`src/rtl/frame_sync_pkg.sv`:
```
// ============================================================================
// frame_sync_pkg : state encodings and link defaults for the frame synchroniser
// Rev 1.0
// ============================================================================
`default_nettype none

package frame_sync_pkg;

    localparam logic [2:0] ST_HUNT     = 3'b000;
    localparam logic [2:0] ST_FLYWHEEL = 3'b001;
    localparam logic [2:0] ST_LOCK     = 3'b010;
    localparam logic [2:0] ST_VERIFY   = 3'b011;

    localparam int         DEFAULT_SYNC_LEN  = 8;
    localparam logic [7:0] DEFAULT_SYNC_WORD = 8'h7E;
    localparam int         DEFAULT_FRAME_LEN = 64;

    function automatic logic [7:0] sat_inc8(input logic [7:0] value);
        return (value == 8'hFF) ? value : value + 8'd1;
    endfunction

endpackage

`default_nettype wire

```
`src/rtl/sync_word_matcher.sv`:
```
// ============================================================================
// sync_word_matcher : Hamming-distance compare of a window against a sync word
// Rev 1.0
// ============================================================================
`default_nettype none

module sync_word_matcher #(
    parameter int                  SYNC_LEN  = 8,
    parameter logic [SYNC_LEN-1:0] SYNC_WORD = 8'h7E,
    parameter int                  MAX_ERR   = 0
) (
    input  logic [SYNC_LEN-1:0] window,
    output logic                match
);

    localparam int ERR_W = $clog2(SYNC_LEN + 1);

    logic [SYNC_LEN-1:0] w_diff;
    logic [ERR_W-1:0]    w_err;

    assign w_diff = window ^ SYNC_WORD;

    always_comb begin
        w_err = '0;
        for (int i = 0; i < SYNC_LEN; i++) begin
            w_err = w_err + ERR_W'(w_diff[i]);
        end
    end

    assign match = (w_err <= ERR_W'(MAX_ERR));

endmodule

`default_nettype wire

```
`src/rtl/frame_sync_param.sv`:
```
// ============================================================================
// frame_sync_param : serial frame synchroniser with hunt/verify/lock/flywheel
// Rev 1.0
// ============================================================================
`default_nettype none

module frame_sync_param
    import frame_sync_pkg::*;
#(
    parameter int                  SYNC_LEN  = DEFAULT_SYNC_LEN,
    parameter logic [SYNC_LEN-1:0] SYNC_WORD = SYNC_LEN'(DEFAULT_SYNC_WORD),
    parameter int                  FRAME_LEN = DEFAULT_FRAME_LEN,
    parameter int                  BACK_N    = 2,
    parameter int                  FWD_N     = 2,
    parameter int                  MAX_ERR   = 0,
    parameter int                  CNT_W     = $clog2(FRAME_LEN)
) (
    input  logic       clk_out,
    input  logic       rst,
    input  logic       data_in,
    input  logic       data_valid,
    output logic       is_frame_synchronized,
    output logic [2:0] synchronizer_state,
    output logic       data_sync_out,
    output logic       frame_start,
    output logic [7:0] lock_loss_cnt
);

    logic [SYNC_LEN-1:0] r_buf;
    logic [2:0]          r_state;
    logic [CNT_W-1:0]    r_bit_cnt;
    logic [2:0]          r_hit_cnt;
    logic [2:0]          r_miss_cnt;
    logic [7:0]          r_loss_cnt;
    logic                r_data_sync;
    logic                r_frame_start;

    logic                w_match;
    logic                w_checkpoint;
    logic                w_accept;
    logic [2:0]          w_state_nxt;
    logic [CNT_W-1:0]    w_cnt_nxt;
    logic [2:0]          w_hit_nxt;
    logic [2:0]          w_hit_inc;
    logic [2:0]          w_miss_nxt;
    logic [2:0]          w_miss_inc;
    logic [7:0]          w_loss_nxt;

    sync_word_matcher #(
        .SYNC_LEN  (SYNC_LEN),
        .SYNC_WORD (SYNC_WORD),
        .MAX_ERR   (MAX_ERR)
    ) u_matcher (
        .window (r_buf),
        .match  (w_match)
    );

    // Outside HUNT only the bit at the frame boundary may judge the sync word.
    assign w_checkpoint = data_valid && (r_state != ST_HUNT) &&
                          (r_bit_cnt == CNT_W'(FRAME_LEN - 1));
    assign w_hit_inc    = r_hit_cnt + 3'd1;
    assign w_miss_inc   = r_miss_cnt + 3'd1;

    always_comb begin
        w_state_nxt = r_state;
        w_cnt_nxt   = r_bit_cnt;
        w_hit_nxt   = r_hit_cnt;
        w_miss_nxt  = r_miss_cnt;
        w_loss_nxt  = r_loss_cnt;
        w_accept    = 1'b0;
        if (data_valid) begin
            if ((r_state == ST_HUNT) || w_checkpoint) begin
                w_cnt_nxt = '0;
            end else begin
                w_cnt_nxt = r_bit_cnt + 1'b1;
            end
            case (r_state)
                ST_HUNT: begin
                    if (w_match) begin
                        w_accept    = 1'b1;
                        w_hit_nxt   = 3'd1;
                        w_state_nxt = (BACK_N == 1) ? ST_LOCK : ST_VERIFY;
                    end
                end
                ST_VERIFY: begin
                    if (w_checkpoint && w_match) begin
                        w_accept  = 1'b1;
                        w_hit_nxt = w_hit_inc;
                        if (w_hit_inc == 3'(BACK_N)) begin
                            w_state_nxt = ST_LOCK;
                        end
                    end else if (w_checkpoint) begin
                        w_hit_nxt   = '0;
                        w_state_nxt = ST_HUNT;
                    end
                end
                ST_LOCK: begin
                    if (w_checkpoint && w_match) begin
                        w_accept = 1'b1;
                    end else if (w_checkpoint) begin
                        if (FWD_N == 1) begin
                            w_state_nxt = ST_HUNT;
                            w_hit_nxt   = '0;
                            w_loss_nxt  = sat_inc8(r_loss_cnt);
                        end else begin
                            w_miss_nxt  = 3'd1;
                            w_state_nxt = ST_FLYWHEEL;
                        end
                    end
                end
                ST_FLYWHEEL: begin
                    if (w_checkpoint && w_match) begin
                        w_accept    = 1'b1;
                        w_miss_nxt  = '0;
                        w_state_nxt = ST_LOCK;
                    end else if (w_checkpoint) begin
                        if (w_miss_inc == 3'(FWD_N)) begin
                            w_miss_nxt  = '0;
                            w_hit_nxt   = '0;
                            w_state_nxt = ST_HUNT;
                            w_loss_nxt  = sat_inc8(r_loss_cnt);
                        end else begin
                            w_miss_nxt = w_miss_inc;
                        end
                    end
                end
                default: begin
                    w_state_nxt = ST_HUNT;
                    w_hit_nxt   = '0;
                    w_miss_nxt  = '0;
                end
            endcase
        end
    end

    always_ff @(posedge clk_out or posedge rst) begin
        if (rst) begin
            r_buf         <= '0;
            r_state       <= ST_HUNT;
            r_bit_cnt     <= '0;
            r_hit_cnt     <= '0;
            r_miss_cnt    <= '0;
            r_loss_cnt    <= '0;
            r_data_sync   <= 1'b0;
            r_frame_start <= 1'b0;
        end else begin
            // The strobe is a single-cycle pulse even if data_valid drops next.
            r_frame_start <= w_accept;
            if (data_valid) begin
                r_buf       <= {r_buf[SYNC_LEN-2:0], data_in};
                r_data_sync <= r_buf[SYNC_LEN-1];
                r_state     <= w_state_nxt;
                r_bit_cnt   <= w_cnt_nxt;
                r_hit_cnt   <= w_hit_nxt;
                r_miss_cnt  <= w_miss_nxt;
                r_loss_cnt  <= w_loss_nxt;
            end
        end
    end

    assign is_frame_synchronized = (r_state == ST_LOCK) || (r_state == ST_FLYWHEEL);
    assign synchronizer_state    = r_state;
    assign data_sync_out         = r_data_sync;
    assign frame_start           = r_frame_start;
    assign lock_loss_cnt         = r_loss_cnt;

endmodule

`default_nettype wire

```
`config.mk`:
```
export PLATFORM = sky130hd
export DESIGN_NAME = frame_sync_param
export DESIGN_NICKNAME = d
export VERILOG_FILES = /design/src/rtl/frame_sync_pkg.sv /design/src/rtl/sync_word_matcher.sv /design/src/rtl/frame_sync_param.sv
export SDC_FILE = /design/constraint.sdc
export NUM_CORES = 1
export LEC_CHECK = 0
export CAP_MARGIN = 20
export CORE_MARGIN = 4
export CORE_UTILIZATION = 53
export CTS_BUF_LIST = sky130_fd_sc_hd__clkbuf_8
export DETAILED_ROUTE_END_ITERATION = 10
export DONT_BUFFER_PORTS = 1
export PLACE_DENSITY = 0.75
export SYNTH_ARGS = -nofsm -noshare
export SYNTH_HDL_FRONTEND = slang
export SYNTH_SLANG_ARGS = --single-unit
```
`constraint.sdc`:
```
create_clock -name clk_out -period 4.45 [get_ports clk_out]
set_input_delay 0.89 -clock clk_out [delete_from_list [all_inputs] [get_ports clk_out]]
set_output_delay 0.89 -clock clk_out [all_outputs]
set_load 0.05 [all_outputs]
```
Word-level counts from Yosys, hierarchy flattened
Cells that the tools add are included.
- register bits: 33
- logic and storage cells: 78
- $add $sub $neg: 11
- $lt $le $gt $ge: 1
- equality and inequality tests: 17
- mux-type cells: 23
- bitwise operators: 5
- reduce and logical (&&, ||, !) cells: 13
- operators with widths (operator ; count):
    3-bit 2-to-1 mux ; 15
    4-bit by 1-bit adder with 4-bit output ; 6
    3-bit case mux with 4 select lines ; 2
    3-bit by 2-bit == test with 1-bit output, second input constant ; 4
    2-bit != test, second input constant ; 6
    3-bit != test, second input constant ; 4
    3-bit case mux with 3 select lines ; 1
    8-bit by 1-bit adder with 8-bit output, second input constant ; 1
    8-bit == test, second input constant ; 1
    8-bit AND reduction ; 1
    7-bit AND reduction ; 1
    3-bit by 1-bit adder with 3-bit output, second input constant ; 2
    6-bit by 1-bit adder with 6-bit output, second input constant ; 1
    6-bit == test, second input constant ; 1
    6-bit 2-to-1 mux ; 1
    6-bit inverter ; 1
    6-bit AND reduction ; 1
    5-bit AND reduction ; 1
    4-bit by 1-bit <= comparator with 1-bit output, second input constant ; 1
    1-bit inverter ; 4
    3-bit by 1-bit == test with 1-bit output, second input constant ; 1
    1-bit logical AND ; 3
    3-bit zero test ; 1
    1-bit 2-to-1 mux ; 3
    6 further kinds ; 7

Logic depth before layout (Yosys ltp)
- word-level depth: 13
- depth in mapped cells: 15
- gate-level depth less buffers: 15

By module
Synthesis repeated with hierarchy kept, for this count alone.
- cell total of the unflattened synthesis: 189
- area total of the unflattened synthesis: 2000.7 um^2
- by module, submodules not included (module ; instances ; cells each ; area each (um^2)):
    frame_sync_param ; 1 ; 166 ; 1806.7
    sync_word_matcher ; 1 ; 23 ; 193.9

Least setup slack after synthesis
Ideal clock, no wire load.
- path type: flip-flop to flip-flop
- start: register r_buf[0]
- end: register r_hit_cnt[2]
- library setup time: 78 ps
- data arrival time: 3656 ps
- data required time: 4372 ps
- setup slack: 717 ps
- cell stages (with the launch flop): 15
- buffers on the path: 0
- cell sequence: dfrtp_1 > ha_1 > inv_1 > fa_1 > inv_1 > fa_1 > inv_1 > fa_1 > fa_1 > nand2_1 > nand3_1 > nor3_4 > nand2_2 > or4b_1 > o21ai_1
- word-level cells in the longest chain between the ends: 11
- RTL lines (item ; RTL line ; text):
    from (decl) ; frame_sync_param.sv:29 ; logic [SYNC_LEN-1:0] r_buf;
    from (signal assigned) ; frame_sync_param.sv:150 ; r_buf <= {r_buf[SYNC_LEN-2:0], data_in};
    1-bit by 1-bit adder with 2-bit output (*) ; sync_word_matcher.sv:26 ; w_err = w_err + ERR_W'(w_diff[i]);
    4-bit by 1-bit adder with 4-bit output (*) (6 in series) ; sync_word_matcher.sv:26 ;
    4-bit by 1-bit <= comparator with 1-bit output (*) ; sync_word_matcher.sv:30 ; assign match = (w_err <= ERR_W'(MAX_ERR));
    1-bit logical AND ; frame_sync_param.sv:86, frame_sync_param.sv:112 ;
    3-bit != test (no source line), or another cell as far along ; - ;
    7-bit AND reduction (no source line) / 3-bit case mux with 4 select lines (equally long branches) ; - ;
    to (signal assigned) ; frame_sync_param.sv:154 ; r_hit_cnt <= w_hit_nxt;
    to (decl) ; frame_sync_param.sv:32 ; logic [2:0] r_hit_cnt;
Mark *: on every way between the ends. The rest lies on a longest branch, timed or not.
A chain may end at the register's enable or synchronous reset.

Final worst setup path
- start: register r_buf[0]
- end: register r_miss_cnt[2]
- word-level cells in the longest chain between the ends: 11
- RTL lines (item ; RTL line ; text):
    1-bit by 1-bit adder with 2-bit output (*) ; sync_word_matcher.sv:26 ;
    4-bit by 1-bit adder with 4-bit output (*) (6 in series) ; sync_word_matcher.sv:26 ;
    4-bit by 1-bit <= comparator with 1-bit output (*) ; sync_word_matcher.sv:30 ;
    1-bit logical AND (*) ; frame_sync_param.sv:98, frame_sync_param.sv:112 ;
    3-bit != test (no source line), or another cell as far along ; - ;
    5-bit AND reduction (no source line) / 3-bit case mux with 3 select lines (equally long branches) ; - ;
    to (signal assigned) ; frame_sync_param.sv:155 ; r_miss_cnt <= w_miss_nxt;
    to (decl) ; frame_sync_param.sv:33 ; logic [2:0] r_miss_cnt;
Marks and branches as above.

==> metrics.md <==
| Metric | Value |
|---|---|
| Fin crit share | approximately nine tenths |
| Via count | about 1300 |
| Gr usage total | roughly 18% |
| First-pass GRT wire length | 5.99 mm |
| Final #Nets | around 220 |
| Worst-margin pin slew | 0.611 ns |
| Ordered cell list for the critical path | ha_1 -> inv_1 -> fa_1 -> inv_1 -> fa_1 -> inv_1 -> fa_1 -> fa_1 -> a31oi_1 -> nor2_1 -> a211oi_2 -> o21ai_0 -> a22o_1 |
| Clock skew | 0.00665 ns |
| Count leader, synth | dfrtp_1 |
| Netlist cell types | 50 |
| Final setup vio count | 0 |
| # resized after CTS | 0 |
| Clock Latency Late Sink | 0.29 ns |
| Slew headroom | between 50% and 60% |
| CTS tree | built |
| FMAX | approximately 250 MHz |
| Area contributors post-synth | dfrtp_1, ha_1, o21ai_0, mux2_2, inv_1 |
| Post-CTS Setup Repair Bufs | 0 |
| Worst R2R Setup Slack | 0.44 ns |
| Worst reg2reg startpoint | r_buf[0]$_DFFE_PP0P_ |
| Post-synthesis register bit count | 32 |
| Sequential area share after synthesis | 41.2% |
| Worst endpoint data arrival time | 4.19 ns |
| Core area | roughly 3400 µm² |
| Worst path max stage delay | 0.48 ns |
| Number of flops mapped to enable cells by yosys | 0 |
| GR Util met1 | 21.6% |
| Yosys warnings | 0 |
| Sum Neg Setup Slack | 0 ns |
| Worst Hold Endpoint | r_buf[6]$_DFFE_PP0P_ |
| Area delta synth->final | 7.67% |
| Die area | 4700 µm² |
| Worst Setup End Kind | flop |
| Top-Level Pins | 18 |
| Critical path's slowest cell | fa_1 |
| Post-route ant nets | 0 |
| 1st-iter DRT viols | 72 |
| Clock sinks | 32 |
| Startpoint types | flop |
| LEAKAGE | 0.970 nW |
| Hold path depth | 2 |
| Global-route met2 utilization | 26.7% |
| Clock buffer count from CTS | 5 |
| Synth Cell Area | 1940 µm² |
| Antenna cells | 0 |
| Largest net degree at the start of global routing | 33 |
| # Max-Cap Violations | 0 |
| Max clock buf depth | 2 |
| DR pass1 iterations | 4 |
| Worst IR Drop VDD | 0.301 mV |
| WS Path Type | flop to flop |
| Post-Route WL | 3.38 mm |
| Die X | 68.5 µm |
| Initial core utilization | 56.4% |
| GR Overflow Total | 0 |
| Fraction of registers with async set/reset | 100% |
| Min-delay worst type | flop to flop |
| Syn avg cell area | 10.1 µm² |
| DRC Markers | 0 |
| CTS clock-pin slew for the worst setup and hold paths | roughly 0.07 ns |
| Status | finished clean |
| Post-synthesis net count | 213 |
| Placement Rows | 21 |
| Fin area | 2090 µm² |
| Post-CTS Hold Buffers | 0 |
| Gp weighted congestion | 0.786 |
| H-tree levels | 2 |
| Final hold viol count | 0 |
| Antenna violations before repair | 0 |
| Worst EP required | 4.63 ns |
| CP max FO | 5 |
| Most Crowded Layer GR | met2 |
| Die height | roughly 70 µm |
| DPL Wire Length | around 2.5 mm |
| Number of global-route vias before repair | roughly 1300 |
| Min Tclk post-route | 4.01 ns |
| Hold Path Origin | r_buf[5]$_DFFE_PP0P_ |
| Placed cell area | approximately 2000 µm² |
| DR vias/cell | 5.49 |
| GRT met3 Usage | 7.62% |
| Top cells by count, synth | dfrtp_1, inv_1, nand2_1, o21ai_0, ha_1 |
| Fin. max-slew vios | 0 |
| Synth top area share | 41.2% |
| Syn Inst Count | 192 |
| Cell total after placement | 234 |
| RSZ-0062 raised after global routing | false |
| Reg2reg end | r_miss_cnt[2]$_DFFE_PP0P_ |
| Reg2reg path depth | 13 |
| PwrDens | around 590 nW/µm² |
| Drt wl/cell | 14.0 µm |
| Predominant post-synthesis flop cell | dfrtp_1 |
| CP dominant cell by count | fa_1 |
| Final cell count without fillers | 242 |
| Layout cells sized above 1 | around 13% |
| Fillers | 294 |
| Root Buffer | clkbuf_8 |
| Largest area contributor in the netlist | dfrtp_1 |
| Port Buffer Count | 0 |
==> report_power, final <==
part           internal [W]  leakage [nW]  switching (W)
combinational      0.000195         0.492       0.000336
sequential         0.000343         0.419      0.0000937
clock              0.000164        0.0593       0.000110
total              0.000702         0.970       0.000540
==> cells by family (layout without fill, tap and decap cells) <==
logic type,Yosys count,after routing,share of synthesized area (%)
simple gates,55,55,16.6
compound gates,40,40,14.1
flops,32,32,41.2
buf+inv,28,32,5.67
fa+ha+maj,17,17,12.5
mux,10,10,5.67
xor+xnor,9,9,4.06
other cells,1,1,0.193
==> layer usage <==
layer,wire (µm),share of wire [%]
met1,1510,45
met2,1580,47
met3,208,6.2
met4,79,2.3
met5,0,0
==> critical path: cells and delay by family, from the launching register on <==
kind | cells | cell delay [ns]
AOI/OAI and AO/OA | 4 | 1.17
adders and majority gates | 5 | 2.05
buffers and inverters | 3 | 0.14
DFF | 1 | 0.39
and+or+nand+nor | 1 | 0.15
==> registers in the layout (all words and copies together), names as in the netlist <==
name / count
lock_loss_cnt: 8
r_buf: 8
r_bit_cnt: 6
r_hit_cnt: 3
r_miss_cnt: 3
synchronizer_state: 2
data_sync_out: 1
frame_start: 1
==> cells in the final DEF, fill, tap and decap left out, types with 2 or more instances in the layout <==
master    count
nor2_1        6
a211oi_1      2
nand2_1      19
nand3_1       5
dfrtp_1      32
xor2_1        5
nand2b_1      3
ha_1         13
and3_1        4
xnor2_1       4
clkbuf_8      5
inv_1        24
o31ai_1       4
fa_1          4
o21ai_0      19
mux2_2        8
a31oi_1       2
nor2b_1       2
mux2i_1       2
o21a_1        2
nand4_1       2
==> layout make-up <==
cell class	count	area (µm²)	area share [%]
clock buffer	5	68.8	3.29
clock inverter	3	38.8	1.86
inverter	23	86.3	4.13
multi-input combinational	132	1030	49.3
sequential	32	801	38.3
tap	46	57.6	2.75
timing repair buffer	1	7.51	0.359
==> how the worst max path moves through the flow <==
stage	start	to	slack (ns)	cells past startpoint
3_5_place_dp	r_buf[0]$_DFFE_PP0P_	r_miss_cnt[2]$_DFFE_PP0P_	0.47	13
4_1_cts	r_buf[0]$_DFFE_PP0P_	r_miss_cnt[2]$_DFFE_PP0P_	0.46	13
3_3_place_gp	r_buf[1]$_DFFE_PP0P_	r_hit_cnt[2]$_DFFE_PP0P_	0.58	15
2_1_floorplan	r_buf[0]$_DFFE_PP0P_	r_hit_cnt[2]$_DFFE_PP0P_	0.72	14
5_1_grt	r_buf[0]$_DFFE_PP0P_	r_miss_cnt[2]$_DFFE_PP0P_	0.15	13
6_report	r_buf[0]$_DFFE_PP0P_	r_miss_cnt[2]$_DFFE_PP0P_	0.44	13
==> stage by stage <==
| step | util (%) | setup slack, ns | hold slack, ns | total power (W) |
|---|---|---|---|---|
| 2_1_floorplan | - | 0.717 | 0.443 | 0.000872 |
| 3_3_place_gp | 57.6 | 0.579 | 0.461 | 0.000945 |
| 3_5_place_dp | 57.6 | 0.472 | 0.480 | 0.000977 |
| 4_1_cts | 60.7 | 0.456 | 0.496 | 0.00126 |
| 5_1_grt | 60.7 | 0.152 | 0.512 | 0.00135 |
| 6_report | 60.7 | 0.440 | 0.492 | 0.00124 |
Power figures use the tool's default switching activity.
